## config.mk

```make
export PLATFORM = sky130hd
export DESIGN_NAME = vjtag_dr_bank_flat
export DESIGN_NICKNAME = d
export VERILOG_FILES = /design/src/rtl/vjtag_dr_bank_if.sv /design/src/rtl/vjtag_dr_bank.sv /design/src/flat_wrapper.sv
export SDC_FILE = /design/constraint.sdc
export NUM_CORES = 1
export LEC_CHECK = 0
export BUFFER_PORTS_ARGS = -buffer_cell sky130_fd_sc_hd__buf_2
export CAP_MARGIN = 20
export CORE_UTILIZATION = 35
export CTS_BUF_LIST = sky130_fd_sc_hd__clkbuf_8
export DETAILED_ROUTE_END_ITERATION = 7
export PLACE_DENSITY = 0.58
export SYNTH_ARGS = -nofsm -noshare
export SYNTH_HDL_FRONTEND = slang
export SYNTH_SLANG_ARGS = --single-unit
```

## constraint.sdc

```tcl
create_clock -name tck -period 2.5 [get_ports tck]
set_input_delay 0.5 -clock tck [delete_from_list [all_inputs] [get_ports tck]]
set_output_delay 0.5 -clock tck [all_outputs]
set_load 0.01 [all_outputs]
```

## src/rtl/vjtag_dr_bank_if.sv

```systemverilog
// Bundle of node-side signals for vjtag_dr_bank: JTAG state strobes, serial data, IR and channel data.
// upd_valid is a one-tck strobe with no ready; the consumer samples upd_data on the cycle it is high.
interface vjtag_dr_bank_if #(
    parameter int IR_W   = 2,
    parameter int NUM_CH = 3,
    parameter int DR_W   = 8
);
    logic                   tdi;
    logic                   tdo;
    logic [IR_W-1:0]        ir_in;
    logic [IR_W-1:0]        ir_out;
    logic                   virtual_state_cdr;
    logic                   virtual_state_sdr;
    logic                   virtual_state_udr;
    logic                   virtual_state_cir;
    logic                   virtual_state_uir;
    logic [NUM_CH*DR_W-1:0] cap_data;
    logic [NUM_CH*DR_W-1:0] upd_data;
    logic [NUM_CH-1:0]      upd_valid;

    modport master (
        output tdi, ir_in, virtual_state_cdr, virtual_state_sdr, virtual_state_udr,
               virtual_state_cir, virtual_state_uir, cap_data,
        input  tdo, ir_out, upd_data, upd_valid
    );

    modport slave (
        input  tdi, ir_in, virtual_state_cdr, virtual_state_sdr, virtual_state_udr,
               virtual_state_cir, virtual_state_uir, cap_data,
        output tdo, ir_out, upd_data, upd_valid
    );
endinterface

```

## src/rtl/vjtag_dr_bank.sv

```systemverilog
// Virtual-JTAG DR bank: ir_in picks one of NUM_CH capture/shift/update registers, codes >= NUM_CH bypass.
// Define VJTAG_DR_PARITY_EN to add an even-parity bit per register and a sticky error flag on ir_out.
module vjtag_dr_bank #(
    parameter int IR_W   = 2,
    parameter int NUM_CH = 3,
    parameter int DR_W   = 8
) (
    input logic            tck,
    input logic            rst_n,
    vjtag_dr_bank_if.slave bus
);
`ifdef VJTAG_DR_PARITY_EN
    localparam int SR_W = DR_W + 1;
`else
    localparam int SR_W = DR_W;
`endif

    logic [SR_W-1:0]        sr;
    logic [IR_W-1:0]        sel_q;
    logic                   byp_sel_q;
    logic                   byp_q;
    logic                   err_q;
    logic [IR_W-1:0]        ir_out_q;
    logic [NUM_CH*DR_W-1:0] upd_data_q;
    logic [NUM_CH-1:0]      upd_valid_q;

    logic [DR_W-1:0]        cap_word;
    logic [SR_W-1:0]        cap_sr;
    logic                   ir_is_byp;
    logic                   sr_ok;
    logic                   upd_hit;
    logic                   commit;
    logic                   par_err;

    // Capture uses the code presented in the same Capture-DR cycle that latches sel_q.
    always_comb begin
        cap_word = '0;
        for (int i = 0; i < NUM_CH; i++) begin
            if (bus.ir_in == IR_W'(i)) cap_word = bus.cap_data[i*DR_W +: DR_W];
        end
    end

    assign ir_is_byp = (int'(bus.ir_in) >= NUM_CH);

`ifdef VJTAG_DR_PARITY_EN
    assign cap_sr = {^cap_word, cap_word};
    assign sr_ok  = ~^sr;
`else
    assign cap_sr = cap_word;
    assign sr_ok  = 1'b1;
`endif

    // Update-DR only counts when neither higher-priority state is asserted.
    assign upd_hit = bus.virtual_state_udr & ~bus.virtual_state_cdr & ~bus.virtual_state_sdr & ~byp_sel_q;
    assign commit  = upd_hit & sr_ok;
    assign par_err = upd_hit & ~sr_ok;

    always_ff @(posedge tck or negedge rst_n) begin
        if (!rst_n) begin
            sr          <= '0;
            sel_q       <= '0;
            byp_sel_q   <= 1'b0;
            byp_q       <= 1'b0;
            err_q       <= 1'b0;
            ir_out_q    <= '0;
            upd_data_q  <= '0;
            upd_valid_q <= '0;
        end else begin
            upd_valid_q <= '0;
            if (bus.virtual_state_cdr) begin
                sel_q     <= bus.ir_in;
                byp_sel_q <= ir_is_byp;
                if (ir_is_byp) byp_q <= 1'b0;
                else           sr    <= cap_sr;
            end else if (bus.virtual_state_sdr) begin
                if (byp_sel_q) byp_q <= bus.tdi;
                else           sr    <= {bus.tdi, sr[SR_W-1:1]};
            end else if (commit) begin
                for (int i = 0; i < NUM_CH; i++) begin
                    if (sel_q == IR_W'(i)) begin
                        upd_data_q[i*DR_W +: DR_W] <= sr[DR_W-1:0];
                        upd_valid_q[i]             <= 1'b1;
                    end
                end
            end

            if (bus.virtual_state_uir) err_q <= 1'b0;
            else if (par_err)          err_q <= 1'b1;

            if (bus.virtual_state_cir) ir_out_q <= IR_W'(err_q);
        end
    end

    assign bus.tdo       = byp_sel_q ? byp_q : sr[0];
    assign bus.ir_out    = ir_out_q;
    assign bus.upd_data  = upd_data_q;
    assign bus.upd_valid = upd_valid_q;
endmodule

```

## src/flat_wrapper.sv

```systemverilog
// flat-port wrapper written by rule: the top's interface ports become plain ports
module vjtag_dr_bank_flat 
#(
    parameter int IR_W   = 2,
    parameter int NUM_CH = 3,
    parameter int DR_W   = 8
)
  (tck, rst_n, bus_tdi, bus_ir_in, bus_virtual_state_cdr, bus_virtual_state_sdr, bus_virtual_state_udr, bus_virtual_state_cir, bus_virtual_state_uir, bus_cap_data, bus_tdo, bus_ir_out, bus_upd_data, bus_upd_valid);
  vjtag_dr_bank_if #(.IR_W(IR_W), .NUM_CH(NUM_CH), .DR_W(DR_W)) bus_i ();
  input logic tck;
  input logic rst_n;
  input wire logic [$bits(bus_i.tdi)-1:0] bus_tdi;
  input wire logic [$bits(bus_i.ir_in)-1:0] bus_ir_in;
  input wire logic [$bits(bus_i.virtual_state_cdr)-1:0] bus_virtual_state_cdr;
  input wire logic [$bits(bus_i.virtual_state_sdr)-1:0] bus_virtual_state_sdr;
  input wire logic [$bits(bus_i.virtual_state_udr)-1:0] bus_virtual_state_udr;
  input wire logic [$bits(bus_i.virtual_state_cir)-1:0] bus_virtual_state_cir;
  input wire logic [$bits(bus_i.virtual_state_uir)-1:0] bus_virtual_state_uir;
  input wire logic [$bits(bus_i.cap_data)-1:0] bus_cap_data;
  output wire logic [$bits(bus_i.tdo)-1:0] bus_tdo;
  output wire logic [$bits(bus_i.ir_out)-1:0] bus_ir_out;
  output wire logic [$bits(bus_i.upd_data)-1:0] bus_upd_data;
  output wire logic [$bits(bus_i.upd_valid)-1:0] bus_upd_valid;
  assign bus_i.tdi = bus_tdi;
  assign bus_i.ir_in = bus_ir_in;
  assign bus_i.virtual_state_cdr = bus_virtual_state_cdr;
  assign bus_i.virtual_state_sdr = bus_virtual_state_sdr;
  assign bus_i.virtual_state_udr = bus_virtual_state_udr;
  assign bus_i.virtual_state_cir = bus_virtual_state_cir;
  assign bus_i.virtual_state_uir = bus_virtual_state_uir;
  assign bus_i.cap_data = bus_cap_data;
  assign bus_tdo = bus_i.tdo;
  assign bus_ir_out = bus_i.ir_out;
  assign bus_upd_data = bus_i.upd_data;
  assign bus_upd_valid = bus_i.upd_valid;
  vjtag_dr_bank #(.IR_W(IR_W), .NUM_CH(NUM_CH), .DR_W(DR_W)) u_core (.tck(tck), .rst_n(rst_n), .bus(bus_i));
endmodule
```

== Word-level counts from Yosys, hierarchy flattened ==
Index checks and enable logic that the tools add are counted.

* $add $sub $neg: 0
* $mul: 0
* Divide/modulo/power cells: 0
* Order comparisons: 1
* Equal/unequal tests: 7
* Shift-type cells: 0
* Muxes and demuxes: 18
* Bitwise operators: 6
* Reduce and logical (&&, ||, !) cells: 9

{| class="wikitable"
|+ Operators with widths
! kind !! count
|-
| 8-bit 2-to-1 mux || 7
|-
| 4-bit AND reduction || 3
|-
| 3-bit 2-to-1 mux || 3
|-
| 1-bit 2-to-1 mux || 8
|-
| 3-bit AND reduction || 2
|-
| 2-bit by 1-bit == test with 1-bit output, second input constant || 2
|-
| 2-bit == test, second input constant || 2
|-
| 2-bit zero test || 2
|-
| 2-bit != test, second input constant || 2
|-
| 2-bit nonzero test || 2
|-
| 1-bit AND || 3
|-
| 1-bit NOT || 3
|-
| 2-bit >= comparator, second input constant || 1
|-
| 2-bit by 1-bit != test with 1-bit output, second input constant || 1
|}

* Flip-flop bits (word level): 39
* Bits in latches: 0
* RAM bits: 0
* ROM bits: 0
* Input port bits: 34
* Output and inout port bits: 30
* Word-level logic and storage cells: 49
* Memories: 0

== Longest topological paths before layout ==
* Depth after elaboration: 7
* Depth in mapped cells: 5
* Depth with buffers taken out: 3

== Worst setup path after synthesis ==
Ideal clock, no wire load.

* Path type: input port to flip-flop
* Start point: input port bus_virtual_state_cdr
* End point: register u_core.upd_data_q[16] (netlist: u_core.bus.upd_data[16])
* Library setup time: 0.125 ns
* Arrival: 1.351 ns
* Required time: 2.375 ns
* Path slack: 1.024 ns
* Cell stages on the path: 4
* Path buffers: 1
* Cell sequence: buf_6 nor2_1 nand4_2 mux2_2

* Cells in the longest elaborated chain, start to end: 5

{| class="wikitable"
|+ Ends and longest elaborated chain
! item !! RTL line !! RTL
|-
| start, declared || flat_wrapper.sv:14 || <nowiki>input wire logic [$bits(bus_i.virtual_state_cdr)-1:0] bus_virtual_state_cdr;</nowiki>
|-
| 1-bit NOT (no source line) (*) || n/a ||
|-
| 1-bit AND (3 in a row) || vjtag_dr_bank.sv:54 || <nowiki>assign upd_hit = bus.virtual_state_udr & ~bus.virtual_state_cdr & ~bus.virtual_state_sdr & ~byp_sel_q;</nowiki>
|-
| 4-bit AND reduction (no source line) (*) || n/a ||
|-
| end signal, assigned by index || vjtag_dr_bank.sv:81 || <nowiki>upd_data_q[i*DR_W +: DR_W] <= sr[DR_W-1:0];</nowiki>
|-
| end, declared || vjtag_dr_bank.sv:24 || <nowiki>logic [NUM_CH*DR_W-1:0] upd_data_q;</nowiki>
|}

Mark *: on every way between the ends. The rest lies on a longest branch, timed or not.
A chain may end at the register's enable or synchronous reset.

== Worst setup path in the final report ==
* Start point: register u_core.byp_sel_q
* End point: output port bus_tdo

* Cells in the longest elaborated chain, start to end: 1

{| class="wikitable"
|+ Ends and longest elaborated chain
! item !! RTL line !! RTL
|-
| start, declared || vjtag_dr_bank.sv:20 || <nowiki>logic byp_sel_q;</nowiki>
|-
| start signal, assigned || vjtag_dr_bank.sv:72 || <nowiki>byp_sel_q <= ir_is_byp;</nowiki>
|-
| 1-bit 2-to-1 mux || vjtag_dr_bank.sv:94 || <nowiki>assign bus.tdo = byp_sel_q ? byp_q : sr[0];</nowiki>
|-
| end, declared || flat_wrapper.sv:20 || <nowiki>output wire logic [$bits(bus_i.tdo)-1:0] bus_tdo;</nowiki>
|}

No other way between the ends.

==> impl_metrics.ini <==
[power_and_ir_drop]
clockPowerShare_pct = 24.5
p_leak_uw = 0.001196
ir_drop_uv = 449.6
switching_share_pct = 29.26
power.density_nw_per_um2 = 820.5
comb_power_share_pct = 26.5
p_int_uw = 1306
power_switching_uw = 540.4
p_seq_share_pct = 49.0

[critical_path]
reg2reg_from = u_core.byp_sel_q
ff2ff_setup_slack_ns = 0.94
critPathLaunch = u_core.byp_sel_q
path_cells = mux2_2 > buf_2
cp-start-kind = flip-flop
cp-endpoint = bus_tdo
r2r_cells = 3
cp_slowest_cell = dfrtp_1
crit_type = reg2out
worstPathRequired_ns = 2.00
cp.arrival_ns = 1.31
crit_cells = 2
cp-end-kind = output port
path_delay_family = flip-flops
path_buf_inv = 1
slowest_delay_ns = 0.51
worst-path-max-fanout = 6
rr_endpoint = u_core.bus.upd_data[13]

[cells_and_area]
fillCellCount = 441
seq_area_sq_um = 975.9
final_common_cell = buf_2
final_cells = 262
diodes = 0
area_growth_syn_to_layout_pct = 23.73
drive_above_1_share_pct = 51.28
final_cell_mix = 59 x buf_2, 39 x dfrtp_1, 27 x mux2_2, 9 x mux2i_1
nets = 228
multi_input_area_sq_um = 780.7

[job]
maxCapViolations = 0

[logic_synthesis]
yosys.cell_types.count = 24
ys_warn_count = 0
synth-seq-cells = 39
synth-seq-area-share_pct = 53.65
synthesis.area_sq_um = 1819
synth_cells = 136
syn_area_per_cell_sq_um = 13.38

[placement]
dpl.cell_count = 254
gp_congestion = 0.7478
dp_hpwl_microns = 2783
port_buffers = 59

[timing]
slew_headroom_pct = 43.77
fin_skew_ns = 0.002453
worst_pin_slew_ns = 0.8434
finalSetupViolations = 0
max_freq_ghz = 0.5540
post-route-min-period_ns = 1.805
slew_violations = 0
setup_tns_ns = 0
finalCritPeriodShare_pct = 72.20
rsz0062_at_grt = no
hold_viol = 0

[worst_hold_path]
hp-class = in2async

[global_routing]
grt_max_degree = 40
grt_pass1_wl_microns = 6306
grt_usage_pct = 15.68
antenna_found_initial = 0
grt_pass1_vias = 1281
overflow = 0

[drt]
ant_nets = 0
avgRoutedWirePerCell_microns = 15.23
drt_iter0_drc = 60
num_vias = 1311
drc = 0
routed_wl_microns = 3989
via_per_inst = 5.004
firstDrtPassIters = 4

[clock_tree]
cts_root_buf = clkbuf_8
htree_num_levels = 2
cts.path.max_buffers = 2
cts-buffers-inserted = 5
cts_resized = 0
clkTransAtPathRegs_ns = 0.07
ctsHoldBuffers = 0
insertion_delay_ns = 0.29
clock_sinks = 39
cts_tree = done
post-cts-setup-buffers = 0

[floorplanning]
die_h_microns = 74.10
io_pins = 64
rows = 25
start_util_pct = 37.52
coreArea_sq_um = 4848
die_area_sq_um = 5490
die_w_microns = 74.10

[status]
status = finished clean
worst register-to-register path, cell delays in order, from the launching register on:
cell      delay, ns
dfrtp_1        0.48
nor4b_4        0.30
nand3b_2       0.30
mux2_2         0.37
cells by family after synthesis:
group | Yosys count | share of synthesized area, %
muxes | 36 | 21.66
other | 1 | 0.2061
and+or+nand+nor | 20 | 8.666
DFF | 39 | 53.65
AOI/OAI and AO/OA | 27 | 12.17
buffers and inverters | 13 | 3.644
state kept, by name, indices dropped and copies added, names as in the netlist:
name / cells
u_core.sel_q: 2
u_core.bus.upd_valid: 3
u_core.byp_q: 1
u_core.sr: 8
u_core.byp_sel_q: 1
u_core.bus.upd_data: 24
metrics by stage:
step | util (%) | setup WS, ns | power (uW) | area [sq um] | hold WS, ns
global placement | 44.36 | 0.6797 | 1390 | 2151 | 0.4871
finish | 46.43 | 0.6949 | 1847 | 2251 | 0.3144
floorplan | - | 1.024 | 1184 | 1823 | 0.2044
CTS | 46.43 | 0.6852 | 1876 | 2251 | 0.3449
detailed placement | 44.36 | 0.6091 | 1413 | 2151 | 0.4888
global route | 46.43 | 0.6663 | 1961 | 2251 | 0.3809
power groups by stage:
stage | clock network, uW | registers, uW | logic [uW]
CTS | 470 | 907 | 499
floorplan | 0 | 969 | 215
detailed placement | 0 | 916 | 498
finish | 452 | 904 | 490
global route | 495 | 933 | 533
global placement | 0 | 906 | 485
cells in the mapped netlist, drive strengths merged:
| cell type | instances | area share [%] |
|---|---|---|
| conb | 1 | 0.21 |
| nand2 | 3 | 0.76 |
| inv | 4 | 0.83 |
| o21ai | 2 | 0.55 |
| mux2 | 27 | 17 |
| a21boi | 1 | 0.62 |
| nand3 | 2 | 0.55 |
| o2bb2ai | 8 | 3.9 |
| clkbuf | 4 | 0.83 |
| nand4 | 1 | 0.69 |
| nand3b | 9 | 3.9 |
| dfrtp | 39 | 54 |
| nor2 | 3 | 0.76 |
| nor3b | 1 | 0.69 |
| o211a | 8 | 4.4 |
| nor4b | 1 | 1.3 |
| mux2i | 9 | 5.0 |
| buf | 5 | 2.0 |
| o22ai | 8 | 2.8 |
routing by layer:
layer	share of wire (%)	GRT usage (%)	wire [microns]	vias up
li1	-	-	-	617
met1	45	20.23	1779	631
met2	46	24.34	1839	55
met3	7.3	4.065	293	8
met4	1.9	8.120	76	0
met5	0	0	0	-
how the worst min path moves through the flow:
stage                                   end  slack (ns)  cells after the start
floorplan            u_core.bus.upd_data[0]        0.20                      0
global placement     u_core.bus.upd_data[6]        0.49                      1
detailed placement   u_core.bus.upd_data[7]        0.49                      1
CTS                 u_core.bus.upd_data[20]        0.34                      1
global route        u_core.bus.upd_data[20]        0.38                      1
finish               u_core.bus.upd_data[4]        0.31                      1
cell type report:
cell class,count,area share [%]
Tap cell,67,3.724
Clock inverter,1,0.1668
Timing Repair Buffer,59,13.12
Inverter,4,0.6670
Multi-Input combinational cell,85,34.69
Clock buffer,7,4.280
Sequential cell,39,43.36
No activity file was read; power rests on OpenSTA's default activity.
